===== src/rtl/lc3_controller.sv =====
// rtl/lc3_controller.sv - LC-3 multi-cycle fetch/decode/execute control FSM
module lc3_controller (
  input  logic        clk,
  input  logic        rst,
  input  logic [15:0] IR,
  input  logic        N,
  input  logic        Z,
  input  logic        P,
  input  logic        mem_rdy,
  output logic        ldMAR,
  output logic        ldMDR,
  output logic        selMDR,
  output logic        ldIR,
  output logic        ldPC,
  output logic        regWE,
  output logic        flagWE,
  output logic        enaPC,
  output logic        enaMDR,
  output logic        enaALU,
  output logic        enaMARM,
  output logic        selEAB1,
  output logic        selMAR,
  output logic [1:0]  selPC,
  output logic [1:0]  selEAB2,
  output logic [1:0]  aluControl,
  output logic [2:0]  SR1,
  output logic [2:0]  SR2,
  output logic [2:0]  DR,
  output logic        halted
);

  typedef enum logic [3:0] {
    FETCH0, FETCH1, FETCH2, DECODE, ALU, BR, JMP, LEA,
    ADDR, MEMRD, IND, MEMRD2, LOADREG, HALT
  } state_t;

  state_t state, next;
  logic [3:0] op;
  logic br_taken;
  logic unused_ir;

  assign op        = IR[15:12];
  assign br_taken  = (IR[11] & N) | (IR[10] & Z) | (IR[9] & P);
  assign unused_ir = ^IR[5:3];

  always_ff @(posedge clk or posedge rst) begin
    if (rst) state <= FETCH0;
    else     state <= next;
  end

  always_comb begin
    next       = state;
    ldMAR      = 1'b0;
    ldMDR      = 1'b0;
    selMDR     = 1'b0;
    ldIR       = 1'b0;
    ldPC       = 1'b0;
    regWE      = 1'b0;
    flagWE     = 1'b0;
    enaPC      = 1'b0;
    enaMDR     = 1'b0;
    enaALU     = 1'b0;
    enaMARM    = 1'b0;
    selEAB1    = 1'b0;
    selMAR     = 1'b0;
    selPC      = 2'd0;
    selEAB2    = 2'd0;
    halted     = 1'b0;
    SR1        = IR[8:6];
    SR2        = IR[2:0];
    DR         = IR[11:9];
    case (op)
      4'b0001: aluControl = 2'd0;
      4'b0101: aluControl = 2'd1;
      default: aluControl = 2'd2;
    endcase

    case (state)
      FETCH0: begin
        enaPC = 1'b1;
        ldMAR = 1'b1;
        ldPC  = 1'b1;
        next  = FETCH1;
      end
      FETCH1, MEMRD, MEMRD2: begin
        // Mealy response: the read completes in the same cycle mem_rdy is seen
        if (mem_rdy) begin
          ldMDR  = 1'b1;
          selMDR = 1'b1;
          case (state)
            FETCH1:  next = FETCH2;
            MEMRD:   next = (op == 4'b1010) ? IND : LOADREG;
            default: next = LOADREG;
          endcase
        end
      end
      FETCH2: begin
        enaMDR = 1'b1;
        ldIR   = 1'b1;
        next   = DECODE;
      end
      DECODE: begin
        case (op)
          4'b0001, 4'b0101, 4'b1001: next = ALU;
          4'b0000:                   next = BR;
          4'b1100:                   next = JMP;
          4'b1110:                   next = LEA;
          4'b0010, 4'b0110, 4'b1010: next = ADDR;
          default:                   next = HALT;
        endcase
      end
      ALU: begin
        enaALU = 1'b1;
        regWE  = 1'b1;
        flagWE = 1'b1;
        next   = FETCH0;
      end
      BR: begin
        selEAB2 = 2'd2;
        selPC   = 2'd1;
        ldPC    = br_taken;
        next    = FETCH0;
      end
      JMP: begin
        selEAB1 = 1'b1;
        selPC   = 2'd1;
        ldPC    = 1'b1;
        next    = FETCH0;
      end
      LEA: begin
        selEAB2 = 2'd2;
        enaMARM = 1'b1;
        regWE   = 1'b1;
        flagWE  = 1'b1;
        next    = FETCH0;
      end
      ADDR: begin
        enaMARM = 1'b1;
        ldMAR   = 1'b1;
        // LDR is base+offset6; LD and LDI are PC-relative offset9
        if (op == 4'b0110) begin
          selEAB1 = 1'b1;
          selEAB2 = 2'd1;
        end else begin
          selEAB2 = 2'd2;
        end
        next = MEMRD;
      end
      IND: begin
        enaMDR = 1'b1;
        ldMAR  = 1'b1;
        next   = MEMRD2;
      end
      LOADREG: begin
        enaMDR = 1'b1;
        regWE  = 1'b1;
        flagWE = 1'b1;
        next   = FETCH0;
      end
      HALT: begin
        halted = 1'b1;
      end
      default: next = FETCH0;
    endcase

    if (rst) begin
      ldMAR      = 1'b0;
      ldMDR      = 1'b0;
      selMDR     = 1'b0;
      ldIR       = 1'b0;
      ldPC       = 1'b0;
      regWE      = 1'b0;
      flagWE     = 1'b0;
      enaPC      = 1'b0;
      enaMDR     = 1'b0;
      enaALU     = 1'b0;
      enaMARM    = 1'b0;
      selEAB1    = 1'b0;
      selMAR     = 1'b0;
      selPC      = 2'd0;
      selEAB2    = 2'd0;
      aluControl = 2'd0;
      SR1        = 3'd0;
      SR2        = 3'd0;
      DR         = 3'd0;
      halted     = 1'b0;
    end
  end

endmodule


===== config.mk =====
export PLATFORM = sky130hd
export DESIGN_NAME = lc3_controller
export DESIGN_NICKNAME = d
export VERILOG_FILES = /design/src/rtl/lc3_controller.sv
export SDC_FILE = /design/constraint.sdc
export NUM_CORES = 1
export LEC_CHECK = 0
export CAP_MARGIN = 30
export CORE_MARGIN = 2
export CORE_UTILIZATION = 33
export DETAILED_ROUTE_END_ITERATION = 7
export PLACE_DENSITY = 0.81
export SLEW_MARGIN = 20
export SYNTH_ARGS = -nofsm -noshare
export SYNTH_HDL_FRONTEND = slang
export SYNTH_SLANG_ARGS = --single-unit
export TNS_END_PERCENT = 20

===== constraint.sdc =====
create_clock -name clk -period 1.7 [get_ports clk]
set_input_delay 0.17 -clock clk [delete_from_list [all_inputs] [get_ports clk]]
set_output_delay 0.17 -clock clk [all_outputs]
set_load 0.05 [all_outputs]

==> summary.md, run 1 <==
The run finished, with violations left. The checks that failed: negative setup slack. The final sum of negative setup slack came out at -0.0522 ns. The global-route usage over all layers was 27.4%.

The run gives 100 as the gate count after technology mapping. The flip-flop count of the largest register after layout is 4. The run gives 0 as the number of warnings printed during yosys synthesis.

The cell sitting at the root of the clock tree is a sky130_fd_sc_hd__clkbuf_4. Leakage power total: 0.670 nW. Cell type of the slowest stage on the worst timing path: sky130_fd_sc_hd__clkdlybuf4s50_1.

Final estimated routing congestion in global placement: 0.823. The largest registers in the layout are state (4). In this run, the number of DRC markers left after iteration 0 of detailed routing was 56. The synthesized netlist devotes 22.6% of its cell area to compound gates. By area the synthesized netlist is led by sky130_fd_sc_hd__dfrtp_1, sky130_fd_sc_hd__nor2b_1, sky130_fd_sc_hd__ha_1. Final net count: 186.

Once the floorplan was initialized, standard cells occupied 34.5% of the core. Max-cap violations in this run came to 0. In the routed layout, each cell is associated on average with a via count of 5.29. 0 antenna diodes ended up in the layout. The run gives 0.24 ns as the source-to-sink clock delay at the later pin of the worst-skew pair. The via count came out at 978. The most critical setup path has its startpoint at IR[12]. Area fraction of the dominant cell type after synthesis: 15.0%.

Traced cell by cell, the critical path runs through clkdlybuf4s50_1 -> inv_1 -> ha_1 -> nand4_1 -> o21a_1 -> nor3_4 -> buf_12. In the post-synthesis netlist, the cell with the most instances is sky130_fd_sc_hd__nor2b_1. The number of cells on the worst reg-to-reg path is 5. The cts-stage hold buffer count is 0, and the detail-routed net length per standard cell is 16.5 um. The number of levels in the clock H-tree is 1, and the post-synthesis cell type count is 32. Synthesis inferred 4 register bits. Main combinational cell family by area after synthesis: simple AND/OR/NAND/NOR gates. The multiplexer share of the synthesized area was 1.50%; the setup skew after layout was 0.00708 ns.

The detailed-placement wirelength estimate is 2.31 mm, and the average cell area after synthesis is 6.69 um2. The utilization after layout is 83.1%, and the flop-to-flop setup slack is 0.35 ns. The logs give 2 for the setup-violating endpoint count in the final report and 1.53 ns for the required time at the worst-slack endpoint. In the synthesized netlist, the cells that appear most often are sky130_fd_sc_hd__nor2b_1, sky130_fd_sc_hd__nand2_1, sky130_fd_sc_hd__nor2_1.

Setup repair after global routing could not meet its margin everywhere. The logs give 15.0% for the sequential area share after synthesis and 0 for the count of final max-slew check failures. The via count of the first global-routing pass is 1,029, and the count of buffers inserted at the top-level ports is 45.

The data arrival time of the critical path came out at 1.58 ns. The final-report hold violation count was 0. The synthesized netlist occupies a cell area of 669 um2. Buffers inserted during clock tree synthesis total 3.

In this run the deepest clock path goes through 2 buffers. The first global-routing pass estimated 5.06 mm of wire. After floorplanning, the core was divided into 16 placement rows. Overall power consumption after layout is estimated at 0.459 mW. Power density over the cells: 285 nW/um2.

Class of the most critical setup path: input pin to primary output. The logs give 0 for the number of antenna violations at the first check in global routing and 0 for the residual antenna-violating net count after detailed routing. Derived from the worst setup path, the maximum achievable clock frequency is 0.571 GHz. The worst path in the final design needs a cycle of 1.75 ns, including I/O delays and setup.

For this design, the sink count on the clock tree is 4. For the worst voltage drop across the vdd grid, the log shows 0.322 mV. Clock-pin slew was measured on the worst setup and hold paths at 0.04 ns.

The sort of element at the end of the critical path is a primary output. In the synthesized netlist the async set-or-reset flop fraction comes to 100%. The number of flops mapped to enable cells by yosys came out at 0. The area growth from synthesis to final layout is 141%.

The tools report the endpoint of the lowest-slack register-to-register path as state[0]. The slack of the critical path is -0.0515 ns, and the layout cell share with drive strength beyond 1 is 44.3%. TritonCTS built the clock tree. The share of the clock period used by the worst path works out to 103%. For this run, design rule violations remaining after detail routing come to 0.

The final layout contains routed wiring with a total length of 3.05 mm. The tools report the standard cell core area as 1940 um2. The top flip-flop cell by instance count after synthesis was sky130_fd_sc_hd__dfrtp_1. Register name with the most flops: state. The peak per-stage delay on the critical path works out to 0.41 ns.

The dominant cell type by area after synthesis is sky130_fd_sc_hd__dfrtp_1. Of the total synthesized cell area, the portion taken by full adders, half adders and majority gates is 7.48%. Once placement completed, the tool counted placed cells totaling 180.

The sort of element at the start of the critical path was an input pin. The logs give 185 for the non-filler instance count after layout and 11 for the maximum number of pins on one net before global-route repair. The class of the most critical hold timing path is input pin to async pin. Before antenna repair, the detailed router went through 4 iterations. Of the total synthesized cell area, the portion taken by XOR and XNOR cells is 0%.

The die width works out to 49.0 um. The tightest hold path in the finished design has a slack of 0.389 ns. Vertical extent of the die: 49.0 um. Beginning of the worst register-to-register path: state[0]. Of all nets on the critical path, the largest fanout is 3. The overall overflow remaining after global route is 0, and the die area is 2400 um2. The run gives 51 as the count of pins on the block boundary.

The post-synthesis share of cell area spent on and, or, nand and nor gates works out to 39.4%.
## worst max-delay path: cells and delay by family
kind | cells | cell delay, ns
buffers and inverters | 3 | 0.66
AND/OR/NAND/NOR | 2 | 0.31
adder cells (fa/ha/maj) | 1 | 0.21
AO/OA/AOI/OAI | 1 | 0.22
## cells by family after synthesis
group	count (synthesis)
AOI/OAI and AO/OA	24
adders and majority gates	4
buffers and inverters	17
muxes	1
DFF	4
other	1
and+or+nand+nor	49
## how the worst max path moves through the flow
stage	end	slack, ns
6_report	selEAB1	-0.05
5_1_grt	selEAB1	-0.14
4_1_cts	selEAB1	-0.06
3_5_place_dp	selEAB2[1]	-0.06
3_3_place_gp	selEAB2[1]	-0.04
2_1_floorplan	regWE	-0.21
## layer usage
metal	track usage [%]	vias to the layer above	routed length, um
met2	57.8	45	1820
li1	-	459	-
met5	0	-	0
met4	4.29	0	16
met1	28.3	472	1070
met3	3.37	2	149
## cells in the final DEF, fill, tap and decap left out, drive strengths merged
cell type	count
o21a	1
inv	7
nand2	10
a21oi	5
nor3b	1
dfrtp	4
nand4	1
a211oi	3
ha	4
a222oi	1
clkbuf	3
buf	46
nor2	9
and2b	1
mux2i	1
a32o	1
nand2b	2
nor2b	12
clkdlybuf4s50	18
and4bb	1
nand3	5
nor4	2
o22ai	1
a221oi	1
o21ai	9
conb	2
o211ai	1
a31o	1
nor3	4
and4	1
## per-stage QoR
stage	setup slack [ns]	cell area, um2
floorplan	-0.209	696
global placement	-0.0379	1510
detailed placement	-0.0617	1510
CTS	-0.0576	1580
global route	-0.145	1610
finish	-0.0515	1610
## cell type report
class	count	area, um2
timing repair buffer	64	863
sequential	4	103
tap	27	33.8
multi-input combinational	80	564
clock buffer	3	22.5
fill	107	329
inverter	7	26.3
## power breakdown
group / switching (mW) / internal [mW]
registers: 0 / 0.0957
clock network: 0.0378 / 0.0789
logic: 0.126 / 0.121
total: 0.163 / 0.296
## repair_timing
action,in CTS,in global routing
buffers inserted,2,0
pin swaps,2,1
cloned,0,0
hold endpoints to repair,0,0
endpoints found under the setup margin,11,12
resized for setup,11,7
(Power assumes the default switching activity.)
==> inputs of run 2 (changes only) <==
--- a/config.mk
+++ b/config.mk
@@ -9,7 +9,7 @@
 export CORE_MARGIN = 2
 export CORE_UTILIZATION = 33
 export DETAILED_ROUTE_END_ITERATION = 7
-export PLACE_DENSITY = 0.81
+export PLACE_DENSITY = 0.79
 export SLEW_MARGIN = 20
 export SYNTH_ARGS = -nofsm -noshare
 export SYNTH_HDL_FRONTEND = slang
==> summary.md, run 2 (synthesis results as in run 1) <==
The run gives 1600 um2 (-1.1%) as the final design instance area without fill. Die area: 2400 um2 (unchanged). Leaving out fill and tap cells, the most frequent cells in the layout are sky130_fd_sc_hd__buf_12, sky130_fd_sc_hd__clkdlybuf4s50_1, sky130_fd_sc_hd__buf_4. The cts-stage hold buffer count is 0 (unchanged). The logs give 1940 um2 (unchanged) for the standard cell core area and 938 (-8.8%) for the via count of the first global-routing pass. The tools report the number of clock buffers inserted by TritonCTS as 3 (unchanged). The run gives 1.60 ns (+0.02 ns) as the data arrival time of the critical path.

The logs give 4 (unchanged) for the first-pass iteration count of the detailed router and 0.359 mV (+12%) for the worst voltage drop across the vdd grid. The tools report the count of final max-slew check failures as 0 (unchanged). In the final layout, the registers with the most flip-flops are state (4).

The tools report the global-route usage over all layers as 23.8% (-3.6 points). The overall overflow remaining after global route came out at 0 (unchanged). The tools report the maximum number of pins on one net before global-route repair as 14 (+3). The detail-routed net length per standard cell is 15.1 um (-8.4%). For the clock sink total, the log shows 4 (unchanged). STA classifies the critical path endpoint as a primary output. The register area is 103 um2 (unchanged), and the flip-flop count of the largest register after layout is 4 (unchanged). The vertical extent of the die came out at 49.0 um (unchanged). The area growth from synthesis to final layout works out to 138%. For the final-report hold violation count, the log shows 0 (unchanged).

state holds more flip-flops than any other register. The largest individual stage delay along the critical path comes from the cell sky130_fd_sc_hd__dfrtp_1. The deepest clock path buffer count is 2 (unchanged), and the number of levels in the clock H-tree is 1 (unchanged). The class of the most critical hold timing path is input pin to async pin. For the smallest hold slack, the log shows 0.348 ns (-0.0414 ns).

The remaining routing DRC violations is 0 (unchanged), and the peak per-stage delay on the critical path is 0.40 ns (about the same). The logs give 0 (unchanged) for the residual antenna-violating net count after detailed routing and 0.565 GHz (-0.97%) for the highest achievable clock rate. TritonCTS built the clock tree.

The area occupied by multi-input gates is 549 um2 (-2.7%). Traced cell by cell, the critical path runs through and2b_2 -> nand4_1 -> o21a_1 -> nor3_2 -> buf_12. Clock input transition at the sequential cells of the worst setup and hold paths: 0.04 ns (about the same). The root cell of the clock tree was sky130_fd_sc_hd__clkbuf_4.

The path depth of the worst reg2reg path was 4 (-1); the leakage power total was 0.660 nW (-1.5%). The highest fanout seen on the critical path came out at 4 (+1). Number of antenna violations at the first check in global routing: 0 (unchanged). The tools report the source-to-sink clock delay at the later pin of the worst-skew pair as 0.23 ns (about the same).

The final reports fail on negative setup slack. The final wirelength is 2.78 mm (-8.9%), and the flop-to-flop setup slack is 0.41 ns (+0.06 ns). Via count: 960 (-1.8%).

For the count of pins on the block boundary, the log shows 51 (unchanged). The final estimated routing congestion in global placement is 0.824 (about the same), and the share of the clock period used by the worst path is 104% (+1.0 points). The detailed-placement wirelength estimate was 2.25 mm (-2.7%); the post-route minimum period was 1.77 ns (+0.0172 ns). For the setup skew after layout, the log shows 0.00600 ns (-0.00108 ns). Beginning of the worst register-to-register path: state[0].

The effective utilization at floorplan was 34.5% (unchanged); the slack of the critical path was -0.0687 ns (-0.0172 ns). The number of diodes added for antenna fixing was 0 (unchanged); the number of vias per cell was 5.22 (-1.3%). The number of max-capacitance violations reported was 0 (unchanged).

The tools report the utilization after layout as 82.2% (-0.90 points). The most common library cell in the layout ignoring fill and taps is sky130_fd_sc_hd__buf_12. The die width was 49.0 um (unchanged); the setup-violating endpoint count in the final report was 3 (+1).

The number of DRC markers in iteration 0 came out at 40 (-29%). The required time at the worst-slack endpoint was 1.53 ns (about the same). The kind of cell with the highest combined delay along the critical path is simple AND/OR/NAND/NOR gates. Total placed instance area: 1500 um2 (-0.99%). STA classifies the critical path startpoint as a register. The power density over the cells came out at 284 nW/um2 (-0.26%). The endpoint of the lowest-slack register-to-register path is state[0].

First-pass GRT wire length: 4.41 mm (-13%). The run finished, with violations left. The row count came out at 16 (unchanged). The number of inserted filler cells in the final layout was 111 (+3.7%). For the final net count, the log shows 185 (-0.54%). The buffers plus inverters on the worst setup path works out to 1 (-2). By startpoint and endpoint, the worst setup path is classified as register to primary output. The count of buffers inserted at the top-level ports came out at 45 (unchanged). Layout cell share with drive strength beyond 1: 42.7% (-1.6 points). Setup repair after global routing could not meet its margin everywhere.
==> run 2: cell types whose count changed in the layout (fill, tap and decap cells not counted) <==
cell	before	now
sky130_fd_sc_hd__nor3_1	0	2
sky130_fd_sc_hd__a21oi_1	4	3
sky130_fd_sc_hd__a21oi_2	0	1
sky130_fd_sc_hd__buf_12	27	26
sky130_fd_sc_hd__buf_4	19	18
sky130_fd_sc_hd__clkbuf_16	0	1
sky130_fd_sc_hd__nor2_1	5	6
sky130_fd_sc_hd__nor2_2	3	2
sky130_fd_sc_hd__nor3_2	3	2
sky130_fd_sc_hd__nor3_4	1	0
==> run 2: repair_timing <==
item                                    4_1_cts  5_1_grt
endpoints found under the setup margin       11       12
pin swaps                                     2        2
resized for setup                             8        8
buffers inserted                              3        0
endpoints found under the hold margin         0        0
==> run 2: power breakdown <==
group | leakage, nW | internal, mW | switching (mW)
registers | 0.0396 | 0.0958 | 0
clock network | 0.0138 | 0.0786 | 0.0339
logic | 0.606 | 0.122 | 0.123
total | 0.660 | 0.296 | 0.157
==> run 2: metal layers <==
layer	vias up	GRT usage (%)	wire length, um
met5	-	0	0
met4	0	2.86	0
met3	0	4.60	120
met2	41	49.1	1660
met1	458	24.8	1000
li1	461	-	-
==> run 2: worst max-delay path by stage <==
stage	start	to	slack, ns	cells past startpoint
2_1_floorplan	state[3]	regWE	-0.21	5
4_1_cts	state[1]	selEAB1	-0.05	5
5_1_grt	state[1]	selEAB1	-0.19	5
3_3_place_gp	IR[12]	selEAB2[1]	-0.03	6
3_5_place_dp	IR[12]	selEAB2[1]	-0.09	6
6_report	state[1]	selEAB1	-0.07	5
==> run 2: layout make-up <==
type | instances | share of cell area (%)
Inverter | 7 | 1.65
Multi-Input combinational cell | 80 | 34.4
Clock buffer | 3 | 1.41
Tap cell | 27 | 2.12
Timing Repair Buffer | 63 | 54.0
Sequential cell | 4 | 6.43
==> run 2: worst reg2reg max path, delay by kind of cell, from the launching register on <==
kind | cells | cell delay [ns]
AND/OR/NAND/NOR | 3 | 0.58
AO/OA/AOI/OAI | 1 | 0.13
flip-flops | 1 | 0.45
==> run 2: stage by stage <==
stage                     setup TNS, ns  std cells  setup slack, ns  total power [mW]
after detailed placement         -0.152        178          -0.0906             0.338
after CTS                        -0.110        184          -0.0485             0.455
after floorplan                  -0.950        101           -0.209             0.202
after global placement          -0.0319        178          -0.0319             0.331
final                            -0.123        184          -0.0687             0.453
after global routing             -0.705        184           -0.185             0.476
